## src/rtl/edge_detect_multi.sv

```systemverilog
// Multi-channel edge detector: per-channel mode select, sticky flag and saturating event counter.
// Optional glitch filter is compiled in by defining EDGE_FILTER_EN.
module edge_detect_multi #(
   parameter int unsigned N_CH     = 4,
   parameter int unsigned CNT_W    = 4,
   parameter int unsigned OUT_TYPE = 0,
   parameter int unsigned FILT_CYC = 3
) (
   input  logic                  clk,
   input  logic                  reset,
   input  logic [N_CH-1:0]       in_edge,
   input  logic [2*N_CH-1:0]     mode,
   input  logic [N_CH-1:0]       clr,
   output logic [N_CH-1:0]       out_edge,
   output logic                  any_edge,
   output logic [N_CH-1:0]       edge_flag,
   output logic [N_CH*CNT_W-1:0] edge_cnt
);
   typedef enum logic [1:0] {
      ST_INIT = 2'd0,
      ST_LOW  = 2'd1,
      ST_HIGH = 2'd2
   } state_t;

   localparam logic [CNT_W-1:0] CNT_MAX = {CNT_W{1'b1}};

   state_t           state_q [N_CH];
   state_t           state_d [N_CH];
   logic [CNT_W-1:0] cnt_q   [N_CH];
   logic [CNT_W-1:0] cnt_d   [N_CH];
   logic [N_CH-1:0]  flag_q;
   logic [N_CH-1:0]  flag_d;
   logic [N_CH-1:0]  commit_s;
   logic [N_CH-1:0]  qual_s;

`ifdef EDGE_FILTER_EN
   localparam int unsigned FW = $clog2(FILT_CYC + 1);

   logic [FW-1:0] filt_q [N_CH];
   logic [FW-1:0] filt_d [N_CH];

   // A level change is accepted only on the FILT_CYC-th consecutive differing sample
   always_comb begin
      filt_d   = filt_q;
      commit_s = {N_CH{1'b0}};
      for (int i = 0; i < N_CH; i++) begin
         if (((state_q[i] == ST_LOW) && in_edge[i]) || ((state_q[i] == ST_HIGH) && !in_edge[i])) begin
            if (filt_q[i] == FW'(FILT_CYC - 1)) begin
               commit_s[i] = 1'b1;
               filt_d[i]   = {FW{1'b0}};
            end else begin
               commit_s[i] = 1'b0;
               filt_d[i]   = filt_q[i] + FW'(1);
            end
         end else begin
            commit_s[i] = 1'b0;
            filt_d[i]   = {FW{1'b0}};
         end
      end
   end

   // Filter counter registers
   always_ff @(posedge clk) begin
      if (reset) begin
         for (int i = 0; i < N_CH; i++) begin
            filt_q[i] <= {FW{1'b0}};
         end
      end else begin
         filt_q <= filt_d;
      end
   end
`else
   // Any sample differing from the tracked level is a level change
   always_comb begin
      commit_s = {N_CH{1'b0}};
      for (int i = 0; i < N_CH; i++) begin
         commit_s[i] = ((state_q[i] == ST_LOW) && in_edge[i]) ||
                       ((state_q[i] == ST_HIGH) && !in_edge[i]);
      end
   end
`endif

   // Per-channel next state, event qualification, flag and counter update
   always_comb begin
      state_d = state_q;
      cnt_d   = cnt_q;
      flag_d  = flag_q;
      qual_s  = {N_CH{1'b0}};
      for (int i = 0; i < N_CH; i++) begin
         // Reset wins, so no event can be reported while it is asserted
         qual_s[i] = !reset &&
                     ((commit_s[i] && (state_q[i] == ST_LOW)  && mode[2*i]) ||
                      (commit_s[i] && (state_q[i] == ST_HIGH) && mode[2*i+1]));
         case (state_q[i])
            ST_INIT: state_d[i] = in_edge[i] ? ST_HIGH : ST_LOW;
            ST_LOW:  state_d[i] = commit_s[i] ? ST_HIGH : ST_LOW;
            ST_HIGH: state_d[i] = commit_s[i] ? ST_LOW : ST_HIGH;
            default: state_d[i] = ST_INIT;
         endcase
         if (qual_s[i]) begin
            flag_d[i] = 1'b1;
         end else if (clr[i]) begin
            flag_d[i] = 1'b0;
         end else begin
            flag_d[i] = flag_q[i];
         end
         if (qual_s[i] && clr[i]) begin
            cnt_d[i] = CNT_W'(1);
         end else if (clr[i]) begin
            cnt_d[i] = {CNT_W{1'b0}};
         end else if (qual_s[i] && (cnt_q[i] != CNT_MAX)) begin
            cnt_d[i] = cnt_q[i] + CNT_W'(1);
         end else begin
            cnt_d[i] = cnt_q[i];
         end
      end
   end

   // Channel state, flag and counter registers
   always_ff @(posedge clk) begin
      if (reset) begin
         for (int i = 0; i < N_CH; i++) begin
            state_q[i] <= ST_INIT;
            cnt_q[i]   <= {CNT_W{1'b0}};
         end
         flag_q <= {N_CH{1'b0}};
      end else begin
         state_q <= state_d;
         cnt_q   <= cnt_d;
         flag_q  <= flag_d;
      end
   end

   if (OUT_TYPE == 1) begin : g_moore
      logic [N_CH-1:0] pulse_q;

      // Pulse register: event shows one cycle after the committing edge
      always_ff @(posedge clk) begin
         if (reset) begin
            pulse_q <= {N_CH{1'b0}};
         end else begin
            pulse_q <= qual_s;
         end
      end

      assign out_edge = pulse_q;
   end else begin : g_mealy
      assign out_edge = qual_s;
   end

   for (genvar g = 0; g < N_CH; g++) begin : g_cnt_out
      assign edge_cnt[g*CNT_W +: CNT_W] = cnt_q[g];
   end

   assign edge_flag = flag_q;
   assign any_edge  = |out_edge;
endmodule
```

## config.mk

```make
export PLATFORM = sky130hd
export DESIGN_NAME = edge_detect_multi
export DESIGN_NICKNAME = d
export VERILOG_FILES = /design/src/rtl/edge_detect_multi.sv
export SDC_FILE = /design/constraint.sdc
export NUM_CORES = 1
export LEC_CHECK = 0
export ABC_CLOCK_PERIOD_IN_PS = 2600
export CAP_MARGIN = 25
export CORE_UTILIZATION = 30
export DETAILED_ROUTE_END_ITERATION = 6
export GPL_TIMING_DRIVEN = 0
export HOLD_SLACK_MARGIN = 0.15
export PLACE_DENSITY = 0.56
export SYNTH_ARGS = -nofsm -noshare
export SYNTH_HDL_FRONTEND = slang
export SYNTH_SLANG_ARGS = --single-unit
```

## constraint.sdc

```tcl
create_clock -name clk -period 2.6 [get_ports clk]
set_clock_uncertainty 0.05 [all_clocks]
set_input_delay 0.52 -clock clk [delete_from_list [all_inputs] [get_ports clk]]
set_output_delay 0.52 -clock clk [all_outputs]
set_load 0.005 [all_outputs]
```

; ---- Yosys cells after proc, flatten, opt, wreduce, memory -nomap -nowiden
; Index checks and enable logic that the tools add are counted.
[word_totals]
n_memories = 0
romBits = 0
ramBits = 0
ff_bits = 28
latch_bits = 0
[op_classes]
magnitude_cmp = 0
n_div = 0
bitwise_logic = 0
add_sub_neg = 4
n_eq_ne = 12
n_reduce_logical = 66
shift = 0
mul = 0
mux = 36
[op_table]
columns = cell, n
row1 = logical AND 1 bit, 36
row2 = 2-to-1 mux 2 bit, 12
row3 = one-hot mux 2 bit (3 select lines), 4
row4 = 2-to-1 mux 1 bit, 20
row5 = "adder 4 x 1 -> 4 bit, second input constant", 4
row6 = "!= test 4 bit, second input constant", 4
row7 = nonzero test 3 bit, 4
row8 = OR reduction 3 bit, 4
row9 = "equality test 2 x 1 -> 1 bit, second input constant", 4
row10 = "equality test 2 bit, second input constant", 4
row11 = logical NOT 2 bit, 4
row12 = logical OR 1 bit, 8
row13 = nonzero test 2 bit, 4
row14 = logical NOT 1 bit, 5
row15 = OR reduction 4 bit, 1

; ---- Logic depth before layout (Yosys ltp)
[logic_depth]
depth_word = 11
ltp_mapped = 5
depth_no_buf = 5

; ---- Worst setup path before layout
; No wires, ideal clock.
[synth_timing]
path_kind = input to output
start = input in_edge[2]
end = output any_edge
path_slack_ns = 0.849
t_required_ns = 2.030
arrival_time_ns = 1.181
path_buffers = 0
stages = 3
cell_sequence = nand4bb_1 -> and2_2 -> a41oi_1
[synth_via]
elab_chain_cells = 8
word_cells_on_any_way = 11
cone_classes = reduce/logical (11)
[synth_lines]
columns = element, line
row1 = "start, declared", 11  ; input logic [N_CH-1:0] in_edge,
row2 = logical NOT 1 bit, 78  ; ((state_q[i] == ST_HIGH) && !in_edge[i]);
row3 = logical AND 1 bit, 78
row4 = logical OR 1 bit (*), 77  ; commit_s[i] = ((state_q[i] == ST_LOW) && in_edge[i]) ||
row5 = logical AND 1 bit (on tied branches) (2 in a row), "92, 93"
row6 = logical OR 1 bit (*), 92  ; ((commit_s[i] && (state_q[i] == ST_LOW) && mode[2*i]) ||
row7 = logical AND 1 bit (*), 91  ; qual_s[i] = !reset &&
row8 = OR reduction 4 bit (*), 156  ; assign any_edge = |out_edge;
row9 = "end, declared", 15  ; output logic any_edge,
; Mark *: on every way between the ends. The rest lies on a longest branch, timed or not.

; ---- Final worst setup path
[layout_timing]
start = input mode[3]
end = output out_edge[1]
[layout_via]
elab_chain_cells = 3
[layout_lines]
columns = element, line
row1 = "start, declared", 12  ; input logic [2*N_CH-1:0] mode,
row2 = logical AND 1 bit, 93  ; (commit_s[i] && (state_q[i] == ST_HIGH) && mode[2*i+1]));
row3 = logical OR 1 bit, 92
row4 = logical AND 1 bit, 91
row5 = "end, declared", 14  ; output logic [N_CH-1:0] out_edge,
; Every way passes these cells.

==> flow_metrics.py <==
metrics = {
    "status": {
        "status": "finished clean",
    },
    "cells_and_area": {
        "post-route-util_pct": 47.8,
        "layoutNonFillerInstCount": 246,
        "multi_input_comb_area_sq_um": 783,
        "antenna-diode-count": 0,
        "nets": 219,
        "layout-area-overhead-vs-synth_pct": 49.8,
        "layout.area.seq_sq_um": 561,
        "nFillCells": 387,
        "drive_gt1_share_pct": 12.2,
    },
    "synth": {
        "seq_area_frac_synth_pct": 43.3,
        "synth-adder-area-share_pct": 3.87,
        "post_synth.cell_area_avg_sq_um": 8.80,
        "synth-seq-cells": 28,
        "main_combinational_cell_family_by_area_after_synthesis": "simple AND/OR/NAND/NOR gates",
        "post_synth_mux_area_share_pct": 3.29,
        "ys.warnings.count": 0,
        "synth-simple-area-share_pct": 31.2,
        "share_of_the_synthesized_area_in_compound_gates_ao_oa_aoi_oai_pct": 16.5,
        "synthDistinctLibCells": 30,
        "synth_fp_nets": 169,
        "netlist_area_sq_mm": 0.00129,
        "synthCells": 147,
        "synth_xor_xnor_area_share_pct": 0,
    },
    "sta": {
        "post-route-min-period_ns": 2.55,
        "fin_crit_sh_pct": 98.0,
        "final-setup-viol-count": 0,
        "fmax_ghz": 0.392,
        "slew_viol_final": 0,
        "max_slew.worst_pin.slew_ns": 0.285,
        "slew_headroom_pct": 81.0,
        "grt_setup_unrepaired": "false",
        "timing_hold_violations_final": 0,
    },
    "cts": {
        "buffer_levels_on_the_longest_clock_path": 2,
        "tritoncts": "yes",
        "clk_root_buffer_cell": "clkbuf_8",
        "clock_tree.htree_level_count": 1,
        "cts.clk_slew.worst_paths_ns": 0.09,
        "cts.sinks": 28,
        "cts-buffers-inserted": 3,
        "clkLatencyLatePin_ns": 0.27,
    },
    "floorplanning": {
        "die-width_microns": 67.7,
        "std_cell_rows": 23,
        "dieArea_sq_mm": 0.00458,
        "initial_core_util_pct": 31.9,
        "vert_die_dim_microns": 67.7,
        "design.portCount": 43,
        "placeableCoreArea_sq_mm": 0.00406,
    },
    "global_routing": {
        "first_global_vias": 1152,
        "number_of_antenna_violations_at_the_first_check_in_global_routing": 0,
        "overflow": 0,
        "grt_pass1_wl_microns": 5020,
        "grtUsageTotal_pct": 14.5,
        "maximum_number_of_pins_on_one_net_before_global_route_repair": 16,
    },
    "worst_setup_path": {
        "r2r_end": "edge_cnt[11]$_SDFFE_PP0P_",
        "worst_setup_path_end_kind": "output port",
        "timing.setup.critical_path_class": "primary input to output port",
        "r2r_slack_ns": 1.09,
        "startpoint_type": "primary input",
        "crit_path_arrival_time_ns": 1.98,
        "reg2reg_depth": 5,
        "worstReg2RegStart": "edge_cnt[8]$_SDFFE_PP0P_",
        "crit_fanout": 5,
        "timing.critical_path.required_ns": 2.03,
    },
    "power_and_ir_drop": {
        "peakVddDrop_uv": 344,
        "power_leakage_nw": 0.764,
        "power_density_mw_per_mm2": 426,
    },
    "min_path": {
        "min_delay_path_depth": 2,
        "worst_hold_path.endpoint": "edge_flag[3]$_SDFFE_PP0P_",
        "min-delay-start": "edge_flag[3]$_SDFFE_PP0P_",
        "holdCritPathClass": "flop to flop",
    },
    "routing": {
        "routed_wl_microns": 2970,
        "dr.pass1.iters": 4,
        "route.antenna.remaining_nets": 0,
        "viasPerCell": 4.92,
        "routed-via-count": 1210,
        "wl_per_cell_microns": 12.1,
        "drt-initial-drc-count": 63,
        "total_drc_errors_in_the_routed_layout": 0,
    },
    "job": {
        "max_cap_violations": 0,
    },
    "placed_design": {
        "count_of_buffers_inserted_at_the_top_level_ports": 42,
        "place_congestion": 0.798,
        "place_hpwl_microns": 2250,
        "placed_cells": 239,
    },
}
[cells in the final DEF (no fill, tap or decap), drive strengths merged, types with 3 or more instances in the layout]
cell type and instances:
inv 4, clkdlybuf4s50 36, nand2 12, nand3 4, o21ai 6, nand2b 4
ha 4, and2 8, nor2b 4, dlymetal6s2s 3, nor2 16, nand4bb 4
nand4 4, clkbuf 5, nand4b 4, a21oi 20, dlygate4sd2 3, dfxtp 28
buf 4
[what timing repair did]
item,CTS,global route
setup buffers,0,3
pin swaps,3,3
resized for setup,15,5
hold endpoints to repair,0,0
setup endpoints to repair,5,4
hold buffers,0,0
[kinds of logic (layout without fill, tap and decap cells)]
kind of cell               Yosys count  after routing
DFF                                 28             28
and+or+nand+nor                     70             70
adders and majority gates            4              4
AOI/OAI and AO/OA                   35             35
muxes                                4              4
buffers and inverters                6             55
[flip-flops by register name, indices dropped and copies added, names as in the netlist]
| register | count |
|---|---|
| edge_cnt | 16 |
| state_q | 8 |
| edge_flag | 4 |
[worst max-delay path by stage]
| stage | start | end | slack (ns) |
|---|---|---|---|
| after floorplan | in_edge[2] | any_edge | 0.85 |
| after global placement | reset | out_edge[1] | -0.58 |
| after detailed placement | reset | out_edge[1] | -0.54 |
| after CTS | in_edge[1] | out_edge[1] | -0.0006 |
| after global routing | mode[3] | out_edge[1] | 0.005 |
| final | mode[3] | out_edge[1] | 0.05 |
[metrics by stage]
step / hold slack [ns] / worst slack [ns] / power (mW) / TNS (ns) / instance area, sq um
after floorplan: 0.416 / 0.849 / 0.500 / 0 / 1290
after global placement: 0.411 / -0.576 / 0.555 / -2.48 / 1780
after detailed placement: 0.413 / -0.543 / 0.557 / -2.35 / 1780
after CTS: 0.431 / -0.000615 / 0.833 / -0.000615 / 1890
after global routing: 0.444 / 0.00527 / 0.869 / 0 / 1940
final: 0.426 / 0.0515 / 0.826 / 0 / 1940
[final cells by class]
class | count | share of cell area [%]
plain buffers | 2 | 0.775
clock buffers | 4 | 2.84
inverters | 4 | 0.775
multi-input cells | 113 | 40.4
flip-flops and latches | 28 | 28.9
well taps | 50 | 3.23
repair buffers | 45 | 23.0
[critical path, stage by stage]
cell	delay, ns
clkdlybuf4s50_1	0.51
nand4bb_4	0.12
and2_4	0.20
nor2_1	0.11
clkdlybuf4s50_1	0.51
[synthesized netlist by cell type, drive strengths merged]
library cell  instances  share of area [%]
dfxtp                28                 43
a21oi                20                8.3
nor2                 16                4.6
nand2                12                3.5
and2                  8                4.2
o21ai                 6                2.3
ha                    4                3.9
inv                   4                1.2
nand2b                4                1.9
nand3                 4                1.5
nand4                 4                1.9
nand4b                4                2.7
nand4bb               4                3.5
nor2b                 4                1.9
a21boi                2                1.2
a311oi                2                1.4
and2b                 2                1.2
and3                  2               0.97
mux2                  2                1.7
mux2i                 2                1.5
o31ai                 2                1.2
o32a                  2                1.5
or2                   2               0.97
or3                   2               0.97
or3b                  2                1.4
a41oi                 1               0.68
buf                   1               0.29
clkbuf                1               0.29
[routing by layer]
layer | wire, microns | part of all wire (%) | track usage, % | vias up
met5 | 0 | 0 | 0 | -
met3 | 122 | 4.1 | 3.55 | 2
met4 | 25 | 0.84 | 4.79 | 0
met1 | 1380 | 46 | 17.6 | 555
met2 | 1440 | 49 | 24.6 | 25
li1 | - | - | - | 628
[power by group]
part	switching, mW	internal, mW
combinational	0.0413	0.0649
sequential	0.0111	0.441
clock	0.132	0.136
Note: power is estimated with default switching activity, not from simulation.
